**config.mk**
```make
export PLATFORM = sky130hd
export DESIGN_NAME = dma_controller
export DESIGN_NICKNAME = d
export VERILOG_FILES = /design/src/rtl/dma_controller_pkg.sv /design/src/rtl/dma_addr_counter.sv /design/src/rtl/dma_controller.sv
export SDC_FILE = /design/constraint.sdc
export NUM_CORES = 1
export LEC_CHECK = 0
export ABC_AREA = 0
export ABC_CLOCK_PERIOD_IN_PS = 3900
export CAP_MARGIN = 20
export CORE_UTILIZATION = 45
export CTS_CLUSTER_DIAMETER = 100
export DETAILED_ROUTE_END_ITERATION = 8
export PLACE_DENSITY = 0.76
export SLEW_MARGIN = 20
export SYNTH_ARGS = -nofsm -noshare
export SYNTH_HDL_FRONTEND = slang
export SYNTH_HIERARCHICAL = 1
export SYNTH_SLANG_ARGS = --single-unit
```
**constraint.sdc**
```tcl
create_clock -name clk -period 3.9 [get_ports clk]
set_input_delay 0.975 -clock clk [delete_from_list [all_inputs] [get_ports clk]]
set_output_delay 0.975 -clock clk [all_outputs]
set_load 0.01 [all_outputs]
```
**src/rtl/dma_controller_pkg.sv**
```systemverilog
// Shared definitions for the DMA engine: word width, word type and FSM state encodings.
package dma_controller_pkg;

  localparam int WORD_SIZE = 16;

  typedef logic [WORD_SIZE-1:0] word_t;

  typedef enum logic [2:0] {
    DMA_IDLE  = 3'd0,
    DMA_REQ   = 3'd1,
    DMA_FETCH = 3'd2,
    DMA_WRITE = 3'd3,
    DMA_DONE  = 3'd4
  } dma_state_e;

endpackage

```
**src/rtl/dma_addr_counter.sv**
```systemverilog
// Holds the block base, word count and length; produces the current write
// address (wrapping modulo 2^WORD_SIZE) and a flag for the final word.
module dma_addr_counter
  import dma_controller_pkg::*;
(
  input  logic                 clk,
  input  logic                 reset,
  input  logic                 load,
  input  logic                 inc,
  input  logic [WORD_SIZE-1:0] base_in,
  input  logic [WORD_SIZE-1:0] len_in,
  output logic [WORD_SIZE-1:0] mem_address2,
  output logic                 last
);

  word_t base;
  word_t len;
  word_t count;

  // Block registers: load restarts the count, inc advances one word.
  always_ff @(posedge clk) begin
    if (reset) begin
      base  <= '0;
      len   <= '0;
      count <= '0;
    end else if (load) begin
      base  <= base_in;
      len   <= len_in;
      count <= '0;
    end else if (inc) begin
      count <= count + word_t'(1);
    end else begin
      count <= count;
    end
  end

  assign mem_address2 = base + count;
  assign last         = ((count + word_t'(1)) == len);

endmodule

```
**src/rtl/dma_controller.sv**
```systemverilog
// Bus-mastering DMA engine: requests the bus, then copies a block of device
// words into memory port 2 while the grant is held, and pulses dma_end.
module dma_controller
  import dma_controller_pkg::*;
(
  input  logic                 clk,
  input  logic                 reset,
  input  logic                 begin_dma,
  input  logic [WORD_SIZE-1:0] target_address,
  input  logic [WORD_SIZE-1:0] length,
  input  logic                 bg,
  output logic                 br,
  output logic                 dma_end,
  output logic                 busy,
  input  logic                 dev_valid,
  input  logic [WORD_SIZE-1:0] dev_data,
  output logic                 dev_ready,
  input  logic                 mem_ack,
  output logic                 write_m2,
  output logic [WORD_SIZE-1:0] mem_address2,
  output logic [WORD_SIZE-1:0] mem_write_data
);

  dma_state_e state;
  dma_state_e next_state;
  word_t      data_reg;
  logic       load;
  logic       inc;
  logic       capture;
  logic       last;

  dma_addr_counter u_addr_counter (
    .clk          (clk),
    .reset        (reset),
    .load         (load),
    .inc          (inc),
    .base_in      (target_address),
    .len_in       (length),
    .mem_address2 (mem_address2),
    .last         (last)
  );

  // State register and device word capture.
  always_ff @(posedge clk) begin
    if (reset) begin
      state    <= DMA_IDLE;
      data_reg <= '0;
    end else begin
      state <= next_state;
      if (capture) begin
        data_reg <= dev_data;
      end else begin
        data_reg <= data_reg;
      end
    end
  end

  // Next-state and output decode; handshake strobes are gated by bg so the
  // port never writes or accepts data without the bus.
  always_comb begin
    next_state = state;
    br         = 1'b0;
    dma_end    = 1'b0;
    dev_ready  = 1'b0;
    write_m2   = 1'b0;
    load       = 1'b0;
    inc        = 1'b0;
    capture    = 1'b0;
    case (state)
      DMA_IDLE: begin
        if (begin_dma) begin
          load       = 1'b1;
          next_state = (length == '0) ? DMA_DONE : DMA_REQ;
        end else begin
          next_state = DMA_IDLE;
        end
      end
      DMA_REQ: begin
        br = 1'b1;
        if (bg) begin
          next_state = DMA_FETCH;
        end else begin
          next_state = DMA_REQ;
        end
      end
      DMA_FETCH: begin
        br        = 1'b1;
        dev_ready = bg;
        if (!bg) begin
          next_state = DMA_REQ;
        end else if (dev_valid) begin
          capture    = 1'b1;
          next_state = DMA_WRITE;
        end else begin
          next_state = DMA_FETCH;
        end
      end
      DMA_WRITE: begin
        br       = 1'b1;
        write_m2 = bg;
        if (bg && mem_ack) begin
          inc        = 1'b1;
          next_state = last ? DMA_DONE : DMA_FETCH;
        end else begin
          next_state = DMA_WRITE;
        end
      end
      DMA_DONE: begin
        dma_end    = 1'b1;
        next_state = DMA_IDLE;
      end
      default: begin
        next_state = DMA_IDLE;
      end
    endcase
  end

  assign busy           = (state != DMA_IDLE);
  assign mem_write_data = data_reg;

endmodule

```
# Word level (Yosys, flattened, before mapping)
# Cells that the tools add are included.
# totals
inputBits	54
output_inout_bits	37
elab_cells	37
reg_bits	67
# op_classes
mux	19
eq_ne	5
add_sub_neg	2
n_reduce_logical	6
# op_table
cell	count
$add 16x1->16 const B	1
$add 16x16->16	1
$eq 16x16->1	1
$logic_not 16->1	1
$mux 1	12
$mux 3	4
$pmux 3 s4	1
$eq 3x2->1 const B	2
$mux 2	2
$eq 3x1->1 const B	1
$eq 3x3->1 const B	1
$logic_not 3->1	1
$reduce_bool 3->1	1
$reduce_or 3->1	1
$reduce_or 2->1	1
$logic_and 1x1->1	1

# Logic depth before layout (Yosys ltp)
# logic_depth
ltp_word	5
depth_mapped	11
depth_no_buf	10

# Cells and area by module
# The synthesis kept the hierarchy.
# modules_own_cells
mod	seq_area_each_um2	area_each_um2	cells_each	instances
dma_addr_counter	960.9	2975.4	342	1
dma_controller	380.4	908.4	103	1

# Worst setup path before layout
# OpenSTA, ideal clock, no wires.
# synth_path
kind	register -> output
start	register u_addr_counter.count[0]
end	output mem_address2[12]
t_arrival_ns	2.191
path_stages_with_launch	9
slack_ns	0.734
required_ns	2.925
path_buffers	0
cell_sequence	dfxtp_1 > ha_1 > fa_1 > a211oi_1 > o21bai_1 > a21oi_1 > o21ai_1 > a311oi_1 > xnor2_1
# synth_via
elab_chain_cells	1
# synth_rtl
element	line_no	rtl
from (decl)	dma_addr_counter.sv:18	word_t count;
from (signal assigned)	dma_addr_counter.sv:31	count <= count + word_t'(1);
from (signal assigned)	dma_addr_counter.sv:33	count <= count;
$add 16x16->16	dma_addr_counter.sv:37	assign mem_address2 = base + count;
to (decl)	dma_controller.sv:20	output logic [WORD_SIZE-1:0] mem_address2,
# Every way passes these cells.

# Worst setup path after layout
# layout_path
start	register u_addr_counter.count[3]
end	output mem_address2[15]
# The elaborated chain is that of the path after synthesis.

==> impl_metrics.json <==
{
  "min_period_ns": 3.79,
  "die_width_um": 94.9,
  "critPathKind": "register to output port",
  "holdBufCountCts": 0,
  "synth-seq-area-share": 0.345,
  "clock-root-buffer": "clkbuf_8",
  "final_max_slew_viol_count": 0,
  "area_growth_pct": 30.2,
  "powerDensity_nw_per_um2": 326,
  "clock-skew-final_ns": 0.0129,
  "die_area_sq_um": 9010,
  "p_leak_nw": 2.03,
  "first_global_vias": 3101,
  "synth_ff_type": "dfxtp_1",
  "port_buffers": 90,
  "post_cts_buffers": 0,
  "synth_compound_area_frac": 0.125,
  "syn_area_per_cell_sq_um": 8.73,
  "yosysWarnings": 6,
  "antenna_found_initial": 0,
  "critPathMaxStageDelay_ns": 0.57,
  "crit_required_ns": 2.92,
  "fillers": 728,
  "synth_top_family_by_area": "simple AND/OR/NAND/NOR gates",
  "firstDrtPassIters": 4,
  "htree_levels": 3,
  "syn_area_sq_um": 3880,
  "status": "complete, no violations",
  "finalCritPeriodShare": 0.972,
  "setup_viol": 0,
  "overflow": 0,
  "die_h_um": 94.9,
  "numCtsBuffers": 9,
  "p_seq_frac": 0.445,
  "final_common_cell": "clkdlybuf4s50_1",
  "stdcell_area_sq_um": 5060,
  "cp_slowest_cell": "clkdlybuf4s50_1",
  "muxShareOfSynthArea": 0.0957,
  "ios": 91,
  "clkPwrFrac": 0.398,
  "tritoncts": "built",
  "clockBufferDepth": 2,
  "synth-async-reset-ratio": 0,
  "insertion_delay_ns": 0.35,
  "synth_nets": 516,
  "synth_edf_count": 0,
  "crit_fanout": 7,
  "viasPerCell": 5.35,
  "max_cap_viol_count": 0,
  "wl_per_cell_um": 14.3,
  "core_sq_um": 8300,
  "power_frac_comb": 0.158,
  "end_kind": "output port",
  "drive_gt1_frac": 0.112,
  "num_vias": 3426,
  "drc_errors": 0,
  "internal_power_mw": 1.25,
  "cts.clk_slew.worst_paths_ns": 0.07,
  "cts_sinks": 67,
  "cp.arrival_ns": 2.82,
  "fp-row-count": 33,
  "initial_utilization": 0.468,
  "ant_nets": 0,
  "layout_common_cells": "clkdlybuf4s50_1 (87), dfxtp_1 (65), nor2_1 (64), mux2i_1 (36), nand2_1 (27)",
  "grt_max_degree": 32,
  "ir_drop_mv": 0.253,
  "wl_um": 9140,
  "hold_violations": 0,
  "globalRouteTotalUtil": 0.204,
  "tightest_slew_ns": 0.822,
  "synthXorXnorAreaFrac": 0.104,
  "nNetsFinal": 601,
  "path_cells": "ha_1 > a21o_1 > a21oi_2 > a21oi_1 > o41a_1 > a211oi_1 > clkdlybuf4s50_1",
  "hold_path.class": "register to register",
  "rrSetupSlack_ns": 1.58,
  "synth.distinct_cells": 57,
  "fin_setup_tns_ns": 0,
  "dpl.hpwl_um": 6890,
  "power.switching_uw": 399,
  "synthSimpleGateAreaFrac": 0.232,
  "grt_pass1_wl_um": 14400,
  "drtIter0Drc": 145,
  "dpl_cell_area_sq_um": 4810,
  "place_congestion": 0.894,
  "yosys.area_share.adder": 0.0567,
  "p_sw_frac": 0.242,
  "synth_cells": 445,
  "start_kind": "register",
  "synth-seq-cells": 67,
  "timing.slew.headroom": 0.450,
  "timing.fmax_mhz": 264,
  "antennaDiodeCount": 0
}
-- registers in the layout, indices dropped and copies added, names as in the netlist --
name and count:
u_addr_counter/base 16, state 3, u_addr_counter/len 16, mem_write_data 16, u_addr_counter/count 16
-- what timing repair did --
action | 4_1_cts | 5_1_grt
pin swaps | 2 | 0
gates resized for setup | 5 | 3
endpoints found under the setup margin | 3 | 2
gates cloned | 0 | 0
-- power by group through the flow --
stage / clock network, mW / registers (mW) / logic [mW]
final: 0.655 / 0.733 / 0.260
after global routing: 0.700 / 0.736 / 0.282
after CTS: 0.667 / 0.733 / 0.262
after detailed placement: 0 / 0.748 / 0.260
after global placement: 0 / 0.747 / 0.255
after floorplan: 0 / 0.743 / 0.151
-- cells in the mapped netlist (4+ instances only) --
cell type	instances	area [sq um]
a21oi_1	27	135
nand2_1	27	101
a21oi_2	10	87.6
a21o_1	8	60.1
nand2_2	10	62.6
buf_6	5	56.3
mux2i_1	36	360
dfxtp_1	67	1340
nor2_1	64	240
and4_1	4	35.0
inv_1	5	18.8
and3_1	8	50.1
nand3_1	23	115
xor2_1	23	201
ha_1	16	200
o21ai_0	12	60.1
clkbuf_1	13	48.8
nor3_1	5	25.0
nand4_1	8	50.1
xnor2_1	23	201
nor4_1	5	31.3
-- cell families (layout without fill, tap and decap cells) --
| family | after synthesis | after routing |
|---|---|---|
| mux | 37 | 37 |
| flops | 67 | 67 |
| compound gates | 75 | 75 |
| buf+inv | 27 | 117 |
| fa+ha+maj | 17 | 17 |
| simple gates | 176 | 176 |
| xor+xnor | 46 | 46 |
-- worst max-delay path, delay by kind of cell, from the launching register on --
| family | cells | cell delay (ns) |
|---|---|---|
| AO/OA/AOI/OAI | 5 | 1.19 |
| flip-flops | 1 | 0.36 |
| adder cells (fa/ha/maj) | 1 | 0.35 |
| buffers and inverters | 1 | 0.57 |
-- per-layer routing --
metal,track usage,share of wire,vias to the layer above
met5,0,0,-
met1,0.251,0.45,1610
met2,0.347,0.50,73
met4,0.0669,0.015,0
li1,-,-,1732
met3,0.0507,0.039,11
-- worst paths after layout --
path | startpoint | endpoint | depth (start not counted)
setup / recovery | u_addr_counter/count[3] | mem_address2[15] | 7
hold / removal | mem_write_data[3] | mem_write_data[3] | 2
setup reg to reg | u_addr_counter/count[0] | state[1] | 10
hold reg to reg | mem_write_data[3] | mem_write_data[3] | 2
-- area by class of cell --
| cell class | instances | area [sq um] | area share |
|---|---|---|---|
| Multi-Input combinational cell | 351 | 2400 | 0.474 |
| Sequential cell | 67 | 1340 | 0.266 |
| Timing Repair Buffer | 96 | 938 | 0.186 |
| Clock buffer | 12 | 155 | 0.0307 |
| Tap cell | 105 | 131 | 0.0260 |
| Clock inverter | 4 | 72.6 | 0.0143 |
| Inverter | 5 | 18.8 | 0.00371 |
-- through the flow --
step	worst slack (ns)	utilization	hold WS (ns)	std cells	power (mW)
2_1_floorplan	0.734	-	0.467	445	0.894
3_3_place_gp	0.125	0.580	0.443	624	1.00
6_report	0.109	0.609	0.454	640	1.65
4_1_cts	0.00515	0.609	0.456	640	1.66
5_1_grt	-0.0219	0.609	0.476	640	1.72
3_5_place_dp	0.0650	0.580	0.446	624	1.01
(Power assumes the default switching activity.)
